File: src/rtl/flow_pkg.sv
// Shared encodings and defaults for the ALU writeback / bus store-load unit.
package flow_pkg;

   localparam int WIDTH_DEFAULT   = 16;
   localparam int TIMEOUT_DEFAULT = 15;

   localparam logic [1:0] LOAD_SELF = 2'b00;
   localparam logic [1:0] LOAD_ALU  = 2'b01;
   localparam logic [1:0] LOAD_MEM  = 2'b10;
   localparam logic [1:0] LOAD_STK  = 2'b11;

   typedef enum logic [1:0] {
      WB_IDLE  = 2'b00,
      WB_STORE = 2'b01,
      WB_LOAD  = 2'b10,
      WB_WRITE = 2'b11
   } wb_state_t;

   function automatic logic is_bus_load(input logic [1:0] src);
      return (src == LOAD_MEM) || (src == LOAD_STK);
   endfunction

endpackage

File: src/rtl/bus_requester.sv
// One req/ack bus master: holds req/we/addr/wdata until ack, aborts after TIMEOUT cycles.
module bus_requester
   import flow_pkg::*;
#(
   parameter int WIDTH   = WIDTH_DEFAULT,
   parameter int TIMEOUT = TIMEOUT_DEFAULT
) (
   input  logic             clock,
   input  logic             resetn,
   input  logic             start,
   input  logic             start_we,
   input  logic [WIDTH-1:0] start_addr,
   input  logic [WIDTH-1:0] start_wdata,
   input  logic             ack,
   output logic             req,
   output logic             we,
   output logic [WIDTH-1:0] addr,
   output logic [WIDTH-1:0] wdata,
   output logic             ack_seen,
   output logic             timed_out
);

   localparam int CW = (TIMEOUT < 2) ? 1 : $clog2(TIMEOUT + 1);
   localparam logic [CW-1:0] LAST_WAIT = CW'(TIMEOUT - 1);

   logic             req_r;
   logic             we_r;
   logic [WIDTH-1:0] addr_r;
   logic [WIDTH-1:0] wdata_r;
   logic [CW-1:0]    wait_cnt_r;

   // An ack arriving in the final allowed cycle completes the access rather than aborting it.
   assign ack_seen  = req_r & ack;
   assign timed_out = req_r & ~ack & (wait_cnt_r == LAST_WAIT);

   // Request registers and wait counter.
   always_ff @(posedge clock or negedge resetn) begin
      if (!resetn) begin
         req_r      <= 1'b0;
         we_r       <= 1'b0;
         addr_r     <= '0;
         wdata_r    <= '0;
         wait_cnt_r <= '0;
      end else if (start) begin
         req_r      <= 1'b1;
         we_r       <= start_we;
         addr_r     <= start_addr;
         wdata_r    <= start_wdata;
         wait_cnt_r <= '0;
      end else if (ack_seen || timed_out) begin
         req_r      <= 1'b0;
         we_r       <= 1'b0;
         wait_cnt_r <= '0;
      end else if (req_r) begin
         wait_cnt_r <= wait_cnt_r + 1'b1;
      end
   end

   assign req   = req_r;
   assign we    = we_r;
   assign addr  = addr_r;
   assign wdata = wdata_r;

endmodule

File: src/rtl/alu_writeback_unit.sv
// Executes per-instruction writeback and store commands, sequencing mem/stk bus accesses
// and the register file write port; busy holds the PC while a command is in flight.
module alu_writeback_unit
   import flow_pkg::*;
#(
   parameter int WIDTH   = WIDTH_DEFAULT,
   parameter int TIMEOUT = TIMEOUT_DEFAULT
) (
   input  logic             clock,
   input  logic             resetn,
   input  logic             issue_valid,
   input  logic [3:0]       alu_out_select,
   input  logic [1:0]       alu_load_src,
   input  logic             alu_store_to_mem,
   input  logic             alu_store_to_stk,
   input  logic [WIDTH-1:0] alu_result,
   input  logic [WIDTH-1:0] store_data,
   output logic             busy,
   output logic             done,
   output logic             error,
   output logic             mem_req,
   output logic             mem_we,
   output logic [WIDTH-1:0] mem_addr,
   output logic [WIDTH-1:0] mem_wdata,
   input  logic [WIDTH-1:0] mem_rdata,
   input  logic             mem_ack,
   output logic             stk_req,
   output logic             stk_we,
   output logic [WIDTH-1:0] stk_addr,
   output logic [WIDTH-1:0] stk_wdata,
   input  logic [WIDTH-1:0] stk_rdata,
   input  logic             stk_ack,
   output logic             reg_we,
   output logic [3:0]       reg_waddr,
   output logic [WIDTH-1:0] reg_wdata
);

   wb_state_t        state_r, state_n;
   logic [3:0]       sel_r;
   logic [1:0]       src_r;
   logic             smem_r;
   logic [WIDTH-1:0] result_r;
   logic [WIDTH-1:0] sdata_r;

   logic             busy_r, done_r, error_r, reg_we_r;
   logic [3:0]       waddr_r;
   logic [WIDTH-1:0] wdata_r;
   logic             done_n, error_n, reg_we_n;
   logic [3:0]       waddr_n;
   logic [WIDTH-1:0] wdata_n;

   logic             accept_s;
   logic             start_mem_s, start_stk_s, start_we_s;
   logic [WIDTH-1:0] start_addr_s, start_wdata_s;
   logic             mem_ack_seen_s, mem_timed_out_s, stk_ack_seen_s, stk_timed_out_s;
   logic             store_ack_s, store_to_s;
   logic             load_on_mem_s, load_req_s, load_ack_s, load_to_s;
   logic [WIDTH-1:0] load_rdata_s;

   assign accept_s = issue_valid & ~busy_r;

   // Route the active bus status to the FSM for the store and load phases.
   always_comb begin
      store_ack_s   = smem_r ? mem_ack_seen_s  : stk_ack_seen_s;
      store_to_s    = smem_r ? mem_timed_out_s : stk_timed_out_s;
      load_on_mem_s = (src_r == LOAD_MEM);
      load_req_s    = load_on_mem_s ? mem_req         : stk_req;
      load_ack_s    = load_on_mem_s ? mem_ack_seen_s  : stk_ack_seen_s;
      load_to_s     = load_on_mem_s ? mem_timed_out_s : stk_timed_out_s;
      load_rdata_s  = load_on_mem_s ? mem_rdata       : stk_rdata;
      if (state_r == WB_IDLE) begin
         start_addr_s  = alu_result;
         start_wdata_s = store_data;
      end else begin
         start_addr_s  = result_r;
         start_wdata_s = sdata_r;
      end
   end

   // Next state, bus launches and next values of the registered outputs.
   always_comb begin
      state_n     = state_r;
      done_n      = 1'b0;
      error_n     = 1'b0;
      reg_we_n    = 1'b0;
      waddr_n     = waddr_r;
      wdata_n     = wdata_r;
      start_mem_s = 1'b0;
      start_stk_s = 1'b0;
      start_we_s  = 1'b0;
      case (state_r)
         WB_IDLE: begin
            if (!accept_s) begin
               state_n = WB_IDLE;
            end else if (alu_store_to_mem && alu_store_to_stk) begin
               state_n = WB_WRITE;
               done_n  = 1'b1;
               error_n = 1'b1;
            end else if (alu_store_to_mem || alu_store_to_stk) begin
               state_n     = WB_STORE;
               start_mem_s = alu_store_to_mem;
               start_stk_s = alu_store_to_stk;
               start_we_s  = 1'b1;
            end else if (is_bus_load(alu_load_src)) begin
               state_n     = WB_LOAD;
               start_mem_s = (alu_load_src == LOAD_MEM);
               start_stk_s = (alu_load_src == LOAD_STK);
            end else begin
               state_n = WB_WRITE;
               done_n  = 1'b1;
               if (alu_load_src == LOAD_ALU) begin
                  reg_we_n = 1'b1;
                  waddr_n  = alu_out_select;
                  wdata_n  = alu_result;
               end else begin
                  reg_we_n = 1'b0;
               end
            end
         end
         WB_STORE: begin
            if (store_ack_s) begin
               if (is_bus_load(src_r)) begin
                  // Read-after-write leaves one idle bus cycle before the read request.
                  state_n = WB_LOAD;
               end else begin
                  state_n = WB_WRITE;
                  done_n  = 1'b1;
                  if (src_r == LOAD_ALU) begin
                     reg_we_n = 1'b1;
                     waddr_n  = sel_r;
                     wdata_n  = result_r;
                  end else begin
                     reg_we_n = 1'b0;
                  end
               end
            end else if (store_to_s) begin
               state_n = WB_WRITE;
               done_n  = 1'b1;
               error_n = 1'b1;
            end else begin
               state_n = WB_STORE;
            end
         end
         WB_LOAD: begin
            if (!load_req_s) begin
               start_mem_s = load_on_mem_s;
               start_stk_s = ~load_on_mem_s;
            end else if (load_ack_s) begin
               state_n  = WB_WRITE;
               done_n   = 1'b1;
               reg_we_n = 1'b1;
               waddr_n  = sel_r;
               wdata_n  = load_rdata_s;
            end else if (load_to_s) begin
               state_n = WB_WRITE;
               done_n  = 1'b1;
               error_n = 1'b1;
            end else begin
               state_n = WB_LOAD;
            end
         end
         WB_WRITE: state_n = WB_IDLE;
         default:  state_n = WB_IDLE;
      endcase
   end

   // State, captured command and registered outputs.
   always_ff @(posedge clock or negedge resetn) begin
      if (!resetn) begin
         state_r  <= WB_IDLE;
         sel_r    <= 4'h0;
         src_r    <= LOAD_SELF;
         smem_r   <= 1'b0;
         result_r <= '0;
         sdata_r  <= '0;
         busy_r   <= 1'b0;
         done_r   <= 1'b0;
         error_r  <= 1'b0;
         reg_we_r <= 1'b0;
         waddr_r  <= 4'h0;
         wdata_r  <= '0;
      end else begin
         state_r  <= state_n;
         busy_r   <= (state_n != WB_IDLE);
         done_r   <= done_n;
         error_r  <= error_n;
         reg_we_r <= reg_we_n;
         waddr_r  <= waddr_n;
         wdata_r  <= wdata_n;
         if (accept_s) begin
            sel_r    <= alu_out_select;
            src_r    <= alu_load_src;
            smem_r   <= alu_store_to_mem;
            result_r <= alu_result;
            sdata_r  <= store_data;
         end
      end
   end

   bus_requester #(.WIDTH(WIDTH), .TIMEOUT(TIMEOUT)) u_mem_bus (
      .clock       (clock),
      .resetn      (resetn),
      .start       (start_mem_s),
      .start_we    (start_we_s),
      .start_addr  (start_addr_s),
      .start_wdata (start_wdata_s),
      .ack         (mem_ack),
      .req         (mem_req),
      .we          (mem_we),
      .addr        (mem_addr),
      .wdata       (mem_wdata),
      .ack_seen    (mem_ack_seen_s),
      .timed_out   (mem_timed_out_s)
   );

   bus_requester #(.WIDTH(WIDTH), .TIMEOUT(TIMEOUT)) u_stk_bus (
      .clock       (clock),
      .resetn      (resetn),
      .start       (start_stk_s),
      .start_we    (start_we_s),
      .start_addr  (start_addr_s),
      .start_wdata (start_wdata_s),
      .ack         (stk_ack),
      .req         (stk_req),
      .we          (stk_we),
      .addr        (stk_addr),
      .wdata       (stk_wdata),
      .ack_seen    (stk_ack_seen_s),
      .timed_out   (stk_timed_out_s)
   );

   assign busy      = busy_r;
   assign done      = done_r;
   assign error     = error_r;
   assign reg_we    = reg_we_r;
   assign reg_waddr = waddr_r;
   assign reg_wdata = wdata_r;

endmodule

File: config.mk
export PLATFORM = sky130hd
export DESIGN_NAME = alu_writeback_unit
export DESIGN_NICKNAME = d
export VERILOG_FILES = /design/src/rtl/flow_pkg.sv /design/src/rtl/bus_requester.sv /design/src/rtl/alu_writeback_unit.sv
export SDC_FILE = /design/constraint.sdc
export NUM_CORES = 1
export LEC_CHECK = 0
export CAP_MARGIN = 20
export CORE_ASPECT_RATIO = 0.75
export CORE_UTILIZATION = 35
export CTS_CLUSTER_SIZE = 14
export DETAILED_ROUTE_END_ITERATION = 6
export GPL_TIMING_DRIVEN = 0
export SYNTH_ARGS = -nofsm -noshare
export SYNTH_HDL_FRONTEND = slang
export SYNTH_SLANG_ARGS = --single-unit
export TNS_END_PERCENT = 5
File: constraint.sdc
create_clock -name clock -period 2.4 [get_ports clock]
set_input_delay 0.48 -clock clock [delete_from_list [all_inputs] [get_ports clock]]
set_output_delay 0.48 -clock clock [all_outputs]
set_load 0.005 [all_outputs]
==> results.md <==
* Placed Instance Area at 8770 um^2
* Max clock buf depth at 2
* Antenna diode count at 0
* Worst-Margin Slew at 0.758 ns
* DR iter-0 viols at 254
* Syn_area_per_cell at 13.2 um^2
* Most frequent CP cell: clkbuf_1
* Overall routed net length at 18300 um
* Crit-path max cell delay at 0.45 ns
* RD Place Congestion at 0.829
* Status: finished, final reports clean
* Fin. max-slew vios at 0
* Unique masters post-synth at 36
* Fin. Hold Viols at 0
* Seq/Total Area, Yosys at 52.3%
* Pin count of the biggest net entering global routing at 78
* Initial DRT Pass Iterations at 4
* Top post-synthesis cells by area: dfrtp_1 52%, mux2_2 27%, mux2_4 2.2%
* CTS buffer count at 17
* Reg-to-Reg Start: state_r[0]
* Xor and xnor area share after synthesis at 0%
* Yosys reg bits at 141
* Clock period minus worst slack at 2.39 ns
* Setup Crit Path Kind: reg -> reg
* R2R setup slack at 0.006 ns
* Clock transition at path regs at 0.06 ns
* Die Y at 122 um
* Largest family of logic cells by synthesized area: multiplexers
* Crit path arrival time at 2.75 ns
* Synth Area in Compound Gates at 6.88%
* RSZ-0062 raised after global routing: true
* Vias after detailed routing at 4810
* Overflow after GRT at 0
* # DRC at 0
* CTS tree: yes
* Final core utilization at 50.6%
* Antenna violations before repair at 0
* CP Max Fanout at 10
* CTS sink count at 141
* Net Count, Synth at 601
* Clock Skews at 0.00770 ns
* Finish-stage setup viols at 0
* I/O Pins at 169
* CP max-delay cell: clkbuf_1
* Starting Density at 36.2%
* Max IR drop VDD at 0.000362 V
* Wire length per cell at 18.9 um
* Power Dens Cells at 579 nW/um^2
* Layout net count at 794
* Vias in the first global route at 5083
* Startpoint Class: register
* Dpl hpwl at 13400 um
* Relative slew slack at 49.5%
* Die Wd at 162 um
* Final period utilization at 99.7%
* Simple-gate share of the synthesized area at 5.13%
* Core box area at 18700 um^2
* H-tree levels at 4
* Mapped cell area at 6750 um^2
* FF-to-FF path depth at 7
* Crit-path cells: inv_1 > ha_1 > clkbuf_1 > clkbuf_1 > a22oi_1 > a21oi_1 > mux2_2
* Fmax at 418 MHz
* Worst reg2reg endpoint: reg_wdata[10]
* Yosys warns at 0
* Leak at 4.27 nW
* P&R area growth vs syn at 39.8%
* Die ar. at 19900 um^2
* IO buf count at 168
* Post-Syn Instances at 513
* Leading area contributor after synthesis: dfrtp_1
* Antenna-violating nets left at 0
* Non-Filler Cell Area, Final at 9440 um^2
* Via/cell ratio at 4.98
* Gr usage total at 19.3%
* Adder-cell share of the synthesized area at 2.04%
* Post-synthesis mux area share at 30.2%
* Final Power at 5.47 mW
* Hold/Removal Path Class: in -> async
* Max Cap Viol at 0
* Clock Latency Late Sink at 0.41 ns
* Post-synth top area share at 52.3%
* Setup crit end kind: register
* Rows at 43
* First-pass GRT wire length at 28700 um
* Clock Tree Root: clkbuf_16
* Layout cell share with drive strength beyond 1 at 32.7%
* Critical Path RT at 2.75 ns
-- final cells by class --
class / count / area [um^2]
clock buffer: 17 / 425
timing repair buffer: 174 / 1770
tap: 247 / 309
clock inverter: 15 / 178
multi-input combinational: 331 / 2990
sequential: 141 / 3530
fill: 1636 / 9230
inverter: 13 / 48.8
buffer: 28 / 190
-- logic make-up (layout without fill, tap and decap cells) --
logic type,Yosys count,count (layout)
mux,178,178
flops,141,141
buf+inv,41,247
compound gates,71,71
fa+ha+maj,11,11
simple gates,71,71
-- state kept, by name, indices dropped and copies added, names as in the netlist, 2 cells and up --
register and count:
result_r 16, u_stk_bus.wait_cnt_r 4, u_stk_bus.addr 16, u_mem_bus.addr 16
sel_r 4, reg_wdata 16, u_mem_bus.wait_cnt_r 4, sdata_r 16
u_stk_bus.wdata 16, state_r 2, reg_waddr 4, src_r 2
u_mem_bus.wdata 16
-- stage by stage --
step / hold WS (ns) / setup WS [ns] / setup TNS, ns / instances
floorplan: 0.184 / 0.344 / 0 / 513
global placement: 0.481 / -4.79 / -712.10 / 928
detailed placement: 0.489 / -0.566 / -43.06 / 929
CTS: 0.0739 / -0.00266 / -0.00427 / 964
global route: 0.0911 / -0.131 / -0.655 / 966
finish: 0.0565 / 0.00638 / 0 / 966
-- repair_timing --
action                                  in CTS  in global routing
endpoints found under the setup margin      48                 62
hold buffers                                 0                  0
pin swaps                                    2                  1
cloned                                       0                  0
buffers inserted                             3                  2
gates resized for setup                      1                  3
-- worst max path at each step --
stage	start	end	slack, ns	cells past startpoint
floorplan	alu_store_to_mem	u_mem_bus.addr[10]	0.34	8
global placement	resetn	u_mem_bus.wdata[7]	-4.79	1
detailed placement	alu_store_to_mem	u_mem_bus.wdata[11]	-0.57	9
CTS	alu_store_to_mem	u_stk_bus.wdata[6]	-0.003	9
global route	state_r[0]	reg_wdata[14]	-0.13	7
finish	state_r[0]	reg_wdata[10]	0.006	7
-- power breakdown --
group	internal [mW]	total [mW]	switching (mW)
logic	0.205	0.349	0.144
registers	2.41	2.43	0.0238
clock network	1.57	2.68	1.11
-- per-layer routing --
metal,vias up,global-route usage (%),wire length [um]
met3,2,5.37,972
li1,2248,-,-
met1,2446,26.5,8610
met5,-,0,0
met2,114,30.0,8650
met4,0,4.89,46
-- synth_stat cells, drive strengths merged --
master and number:
inv 13, o31ai 1, clkbuf 12, o21a 1, o2bb2ai 1, mux2 175
buf 16, dfrtp 141, o2111a 1, a2bb2oi 1, or2 2, a31oi 5
nand2 7, nand4 5, nor3b 2, a221oi 1, a22oi 18, or3 1
a21oi 28, or4 1, a32oi 1, o21ai 13, nor2b 3, mux2i 3
nand3 6, ha 11, nor2 33, nand3b 2, nand2b 6, nor3 3
-- worst max-delay path, delay by kind of cell (launching register included) --
kind            cells  cell delay (ns)
compound gates      2             0.42
buf+inv             3             0.96
flops               1             0.42
fa+ha+maj           1             0.31
mux                 1             0.21
-- layout by cell type, fill, tap and decap left out, types with 4 or more instances in the layout --
master	Yosys	layout
inv_1	13	13
mux2_4	10	10
a31oi_1	5	5
o21ai_0	13	13
nand3_1	6	6
nand2b_1	6	6
clkbuf_16	0	17
a21oi_1	27	27
dfrtp_1	141	141
clkdlybuf4s50_1	0	167
inv_8	0	4
ha_1	11	11
nand2_1	7	7
mux2_2	162	162
buf_2	5	5
buf_6	10	11
nor2_1	33	33
a22oi_1	18	18
clkbuf_1	12	10
inv_6	0	4
nand4_1	5	5
No activity file was read; power rests on OpenSTA's default activity.
==> RTL change 1: new RTL, same settings <==
Put one more register stage on the output `error`, without a reset. The value now appears one clock later. The other outputs are not delayed to match.
--- a/src/rtl/alu_writeback_unit.sv
+++ b/src/rtl/alu_writeback_unit.sv
@@ -232,5 +232,7 @@
    assign busy      = busy_r;
    assign done      = done_r;
-   assign error     = error_r;
+   always_ff @(posedge clock) begin
+      error <= error_r;
+   end
    assign reg_we    = reg_we_r;
    assign reg_waddr = waddr_r;
Check against the original RTL: not equivalent (a bounded check fails within 4 cycles, from zero or initial values and one cycle with resetn low).
==> RTL change 1 against the unedited design <==
Setup slack improved by 0.088 ns; maximum frequency increased by 3.8%; area after synthesis decreased by 1.5%; final cell count increased by 2.7%; sequential cell count increased by 1; synthesized cell count increased by 5.1%; die area decreased by 1.5%; wire length increased by 0.57%; first-iteration DRC count increased by 58%; total power decreased by 0.97%; cell area decreased by 1.2%; largest cell class unchanged; via count increased by 4.4%.
==> RTL change 1: results (changes against the unedited design) <==
Fillers 1629 (-0.43%); Clk pin slew, worst setup/hold paths 0.06 ns (about the same); Finished Layout Cells 992 (+2.7%); placed wire-length estimate 13.26 mm (-0.96%); Reg2Reg Depth 8 (+1); DP Area 8668 um^2 (-1.2%); reg-to-reg setup timing slack 0.09 ns (+0.09 ns); Placement Setup Slack -0.5807 ns (-0.01514 ns); TritonRoute pass-1 iters 5 (+1); critical path arrival 2.61 ns (-0.14 ns); layout cells sized above 1 0.2644 (-0.06241); Starting DRT DRC Count 401 (+58%); DR vias/cell 5.063 (+1.7%); slowest stage cell on the critical path dfrtp_1; syn_nets 627 (+4.3%); first-pass GRT wire length 28.35 mm (-1.2%); post-synth top area share 0.5307 (+0.007967); GP Congestion 0.8649 (+4.3%); vias in the first global route 5232 (+2.9%); metal1 wirelength 8.229 mm (-4.4%); Placed Cells 955 (+2.8%); gr usage total 0.1940 (+0.001091); met2 routed WL 8.231 mm (-4.9%); CP Capture Point u_stk_bus.addr[15]; pin count of the biggest net entering global routing 87 (+12%); Slew @ Worst Pin 0.7751 ns (+0.01714 ns); ranking of synthesized cells by area dfrtp_1, mux2_2, o21ai_0; met3 wire len 1.608 mm (+65%); sequential share of the synthesized area 0.5337 (+0.01098); status finished, final reports clean; Yosys cell types 42 (+17%); Pleak 0.004247 uW (-0.64%); share of flip-flops with an asynchronous set or reset 0.9930 (-0.007042); Final nets 820 (+3.3%); mean area per synthesized cell 12.34 um^2 (-6.3%); WL final 18.38 mm (+0.57%)
RTL change 1: worst reg2reg max path, stage by stage (launching register included):
cell      delay (ns)
dfrtp_1         0.44
inv_1           0.11
ha_1            0.35
inv_2           0.20
nor3_1          0.36
a21oi_4         0.06
buf_12          0.16
clkbuf_4        0.21
mux2_1          0.32
RTL change 1: where the power goes:
group | switching, uW | total [uW] | leakage, uW | internal (uW)
sequential | 22.1 | 2450 | 0.00192 | 2430
clock | 1040 | 2600 | 0.000275 | 1560
combinational | 161 | 365 | 0.00205 | 204
total | 1230 | 5420 | 0.00425 | 4190
RTL change 1: how the worst min path moves through the flow:
stage                               to  slack (ns)  cells past startpoint
detailed placement               error        0.34                      0
global route        u_mem_bus.addr[11]        0.07                      1
CTS                       u_mem_bus.we        0.04                      1
floorplan                         busy        0.18                      0
global placement                 error        0.34                      0
finish                    reg_waddr[0]        0.03                      1
RTL change 1: layout make-up:
| class | count | area (um^2) | area share |
|---|---|---|---|
| Sequential cell | 142 | 3548 | 0.3804 |
| Multi-Input combinational cell | 354 | 2902 | 0.3111 |
| Timing Repair Buffer | 174 | 1773 | 0.1901 |
| Clock buffer | 19 | 442.9 | 0.04748 |
| Tap cell | 247 | 309.0 | 0.03313 |
| Buffer | 29 | 160.2 | 0.01717 |
| Clock inverter | 13 | 140.1 | 0.01502 |
| Inverter | 14 | 52.55 | 0.005634 |
RTL change 1: routing by layer:
metal  GRT usage  up-vias
met3     0.06835       30
li1            -     2318
met2      0.2958      203
met5           0        -
met1      0.2563     2471
met4     0.06368        0
RTL change 1: kinds of logic after synthesis:
logic type / share of synthesized area
AO/OA/AOI/OAI: 0.08808
adder cells (fa/ha/maj): 0.02070
buffers and inverters: 0.02992
flip-flops: 0.5337
multiplexers: 0.2614
AND/OR/NAND/NOR: 0.06624
==> RTL change 2: new RTL, same flow settings <==
Without the edit above. `TIMEOUT_DEFAULT`: 15 -> 30.
--- a/src/rtl/flow_pkg.sv
+++ b/src/rtl/flow_pkg.sv
@@ -3,5 +3,5 @@
 
    localparam int WIDTH_DEFAULT   = 16;
-   localparam int TIMEOUT_DEFAULT = 15;
+   localparam int TIMEOUT_DEFAULT = 30;
 
    localparam logic [1:0] LOAD_SELF = 2'b00;
Function: same outputs for any inputs over 4 cycles, from zero or initial values and one cycle with resetn low; that may be too few to reach the edited logic, so the function may still have changed.
==> RTL change 2 against the unedited design <==
Sequential cell count increased by 2; setup slack gained 0.068 ns; area after synthesis rose by 2.7%; wire length increased by 3.3%; worst hold slack better by 0.41 ns; die area up 2.6%; cell area increased by 2.6%; total power increased by 1.2%; largest power group unchanged; highest routed layer unchanged.
==> RTL change 2: results (changes against the unedited design) <==
status finished, final reports clean; GR Util met1 0.2650 (-0.0003567); Final nets 812 (+2.3%); critical path arrival 2.62 ns (-0.13 ns); Placement Setup Slack -0.5291 ns (+0.03643 ns); DR vias/cell 5.049 (+1.4%); register area 3578 um^2 (+1.4%); TritonRoute pass-1 iters 5 (+1); Worst path max stage delay 0.48 ns (+0.03 ns); Synth Area in Adders 0.01986 (-0.0005265); sequential share of the synthesized area 0.5164 (-0.006274); pin count of the biggest net entering global routing 102 (+31%); Finished Layout Cells 990 (+2.5%); first-pass GRT wire length 29.19 mm (+1.8%); mux cell area share after synthesis 0.2920 (-0.009964); ranking of synthesized cells by area dfrtp_1, mux2_2, mux2_4; Synth Area in Compound Gates 0.07945 (+0.01068); layout cells sized above 1 0.3053 (-0.02155); GP Congestion 0.8857 (+6.8%); syn_nets 619 (+3.0%); Fillers 1734 (+6.0%); Max-slew headroom 0.4768 (-0.01794); Wirelength per Cell 19.07 um (+0.81%); crit-path max FO 8 (-2); vias in the first global route 5198 (+2.3%); DP Area 8956 um^2 (+2.1%); Post-synth top cells dfrtp_1, mux2_2, a21oi_1, nor2_1, mux2_1; slowest stage cell on the critical path clkdlybuf4s50_1; Synth Area in XOR/XNOR 0.002528 (+0.002528); hold crit path type in2reg; Cells after Synth 531 (+3.5%); met2 routed WL 8.880 mm (+2.6%); Placed Cells 953 (+2.6%); Starting DRT DRC Count 267 (+5.1%); met3 global-route usage 0.05694 (+0.003209); Sw Share 0.2281 (-0.005964); met3 wire len 1.121 mm (+15%); routing usage on met2 0.2932 (-0.006431); metal1 wirelength 8.645 mm (+0.45%)
==> RTL change 2: cell types whose count changed after synthesis, moves of 6 or more <==
cell | unedited run | this run
mux2_2 | 162 | 132
buf_6 | 10 | 4
mux2_4 | 10 | 20
nand2_1 | 7 | 14
mux2_1 | 3 | 21
nor2_1 | 33 | 26
==> RTL change 2: what timing repair did <==
action,in CTS,in global routing
hold endpoints to repair,39,0
buffers inserted,3,2
gates cloned,0,2
gates resized for setup,6,20
hold buffers,1,0
setup endpoints to repair,72,22
pin swaps,2,1
==> RTL change 2: layout make-up <==
| type | count | share of cell area |
|---|---|---|
| Multi-Input combinational cell | 346 | 0.3280 |
| Inverter | 11 | 0.004265 |
| Clock buffer | 20 | 0.04718 |
| Buffer | 28 | 0.01771 |
| Sequential cell | 143 | 0.3697 |
| Timing Repair Buffer | 177 | 0.1851 |
| Tap cell | 253 | 0.03270 |
| Clock inverter | 12 | 0.01538 |
==> RTL change 2: power by group through the flow <==
stage / Combinational, uW / Sequential [uW] / Clock [uW]
floorplan: 128 / 2510 / 0
global placement: 344 / 2520 / 0
detailed placement: 359 / 2520 / 0
CTS: 363 / 2470 / 2770
global route: 395 / 2480 / 2890
finish: 361 / 2470 / 2700
==> RTL change 2: worst paths after layout <==
path / start / end / slack, ns / cells after the start
hold reg to reg: u_stk_bus.addr[5] / u_stk_bus.addr[5] / 0.50 / 1
min in group asynchronous: resetn / reg_wdata[13] / 0.55 / 2
setup reg to reg: state_r[0] / u_stk_bus.addr[7] / 0.15 / 6
max in group asynchronous: resetn / result_r[0] / 0.99 / 3
setup / recovery: issue_valid / reg_wdata[6] / 0.07 / 9
hold / removal: alu_store_to_mem / smem_r / 0.47 / 3
==> RTL change 2: worst min-delay path, delay by kind of cell <==
kind            cells  cell delay [ns]
buf+inv             2             0.24
compound gates      1             0.09
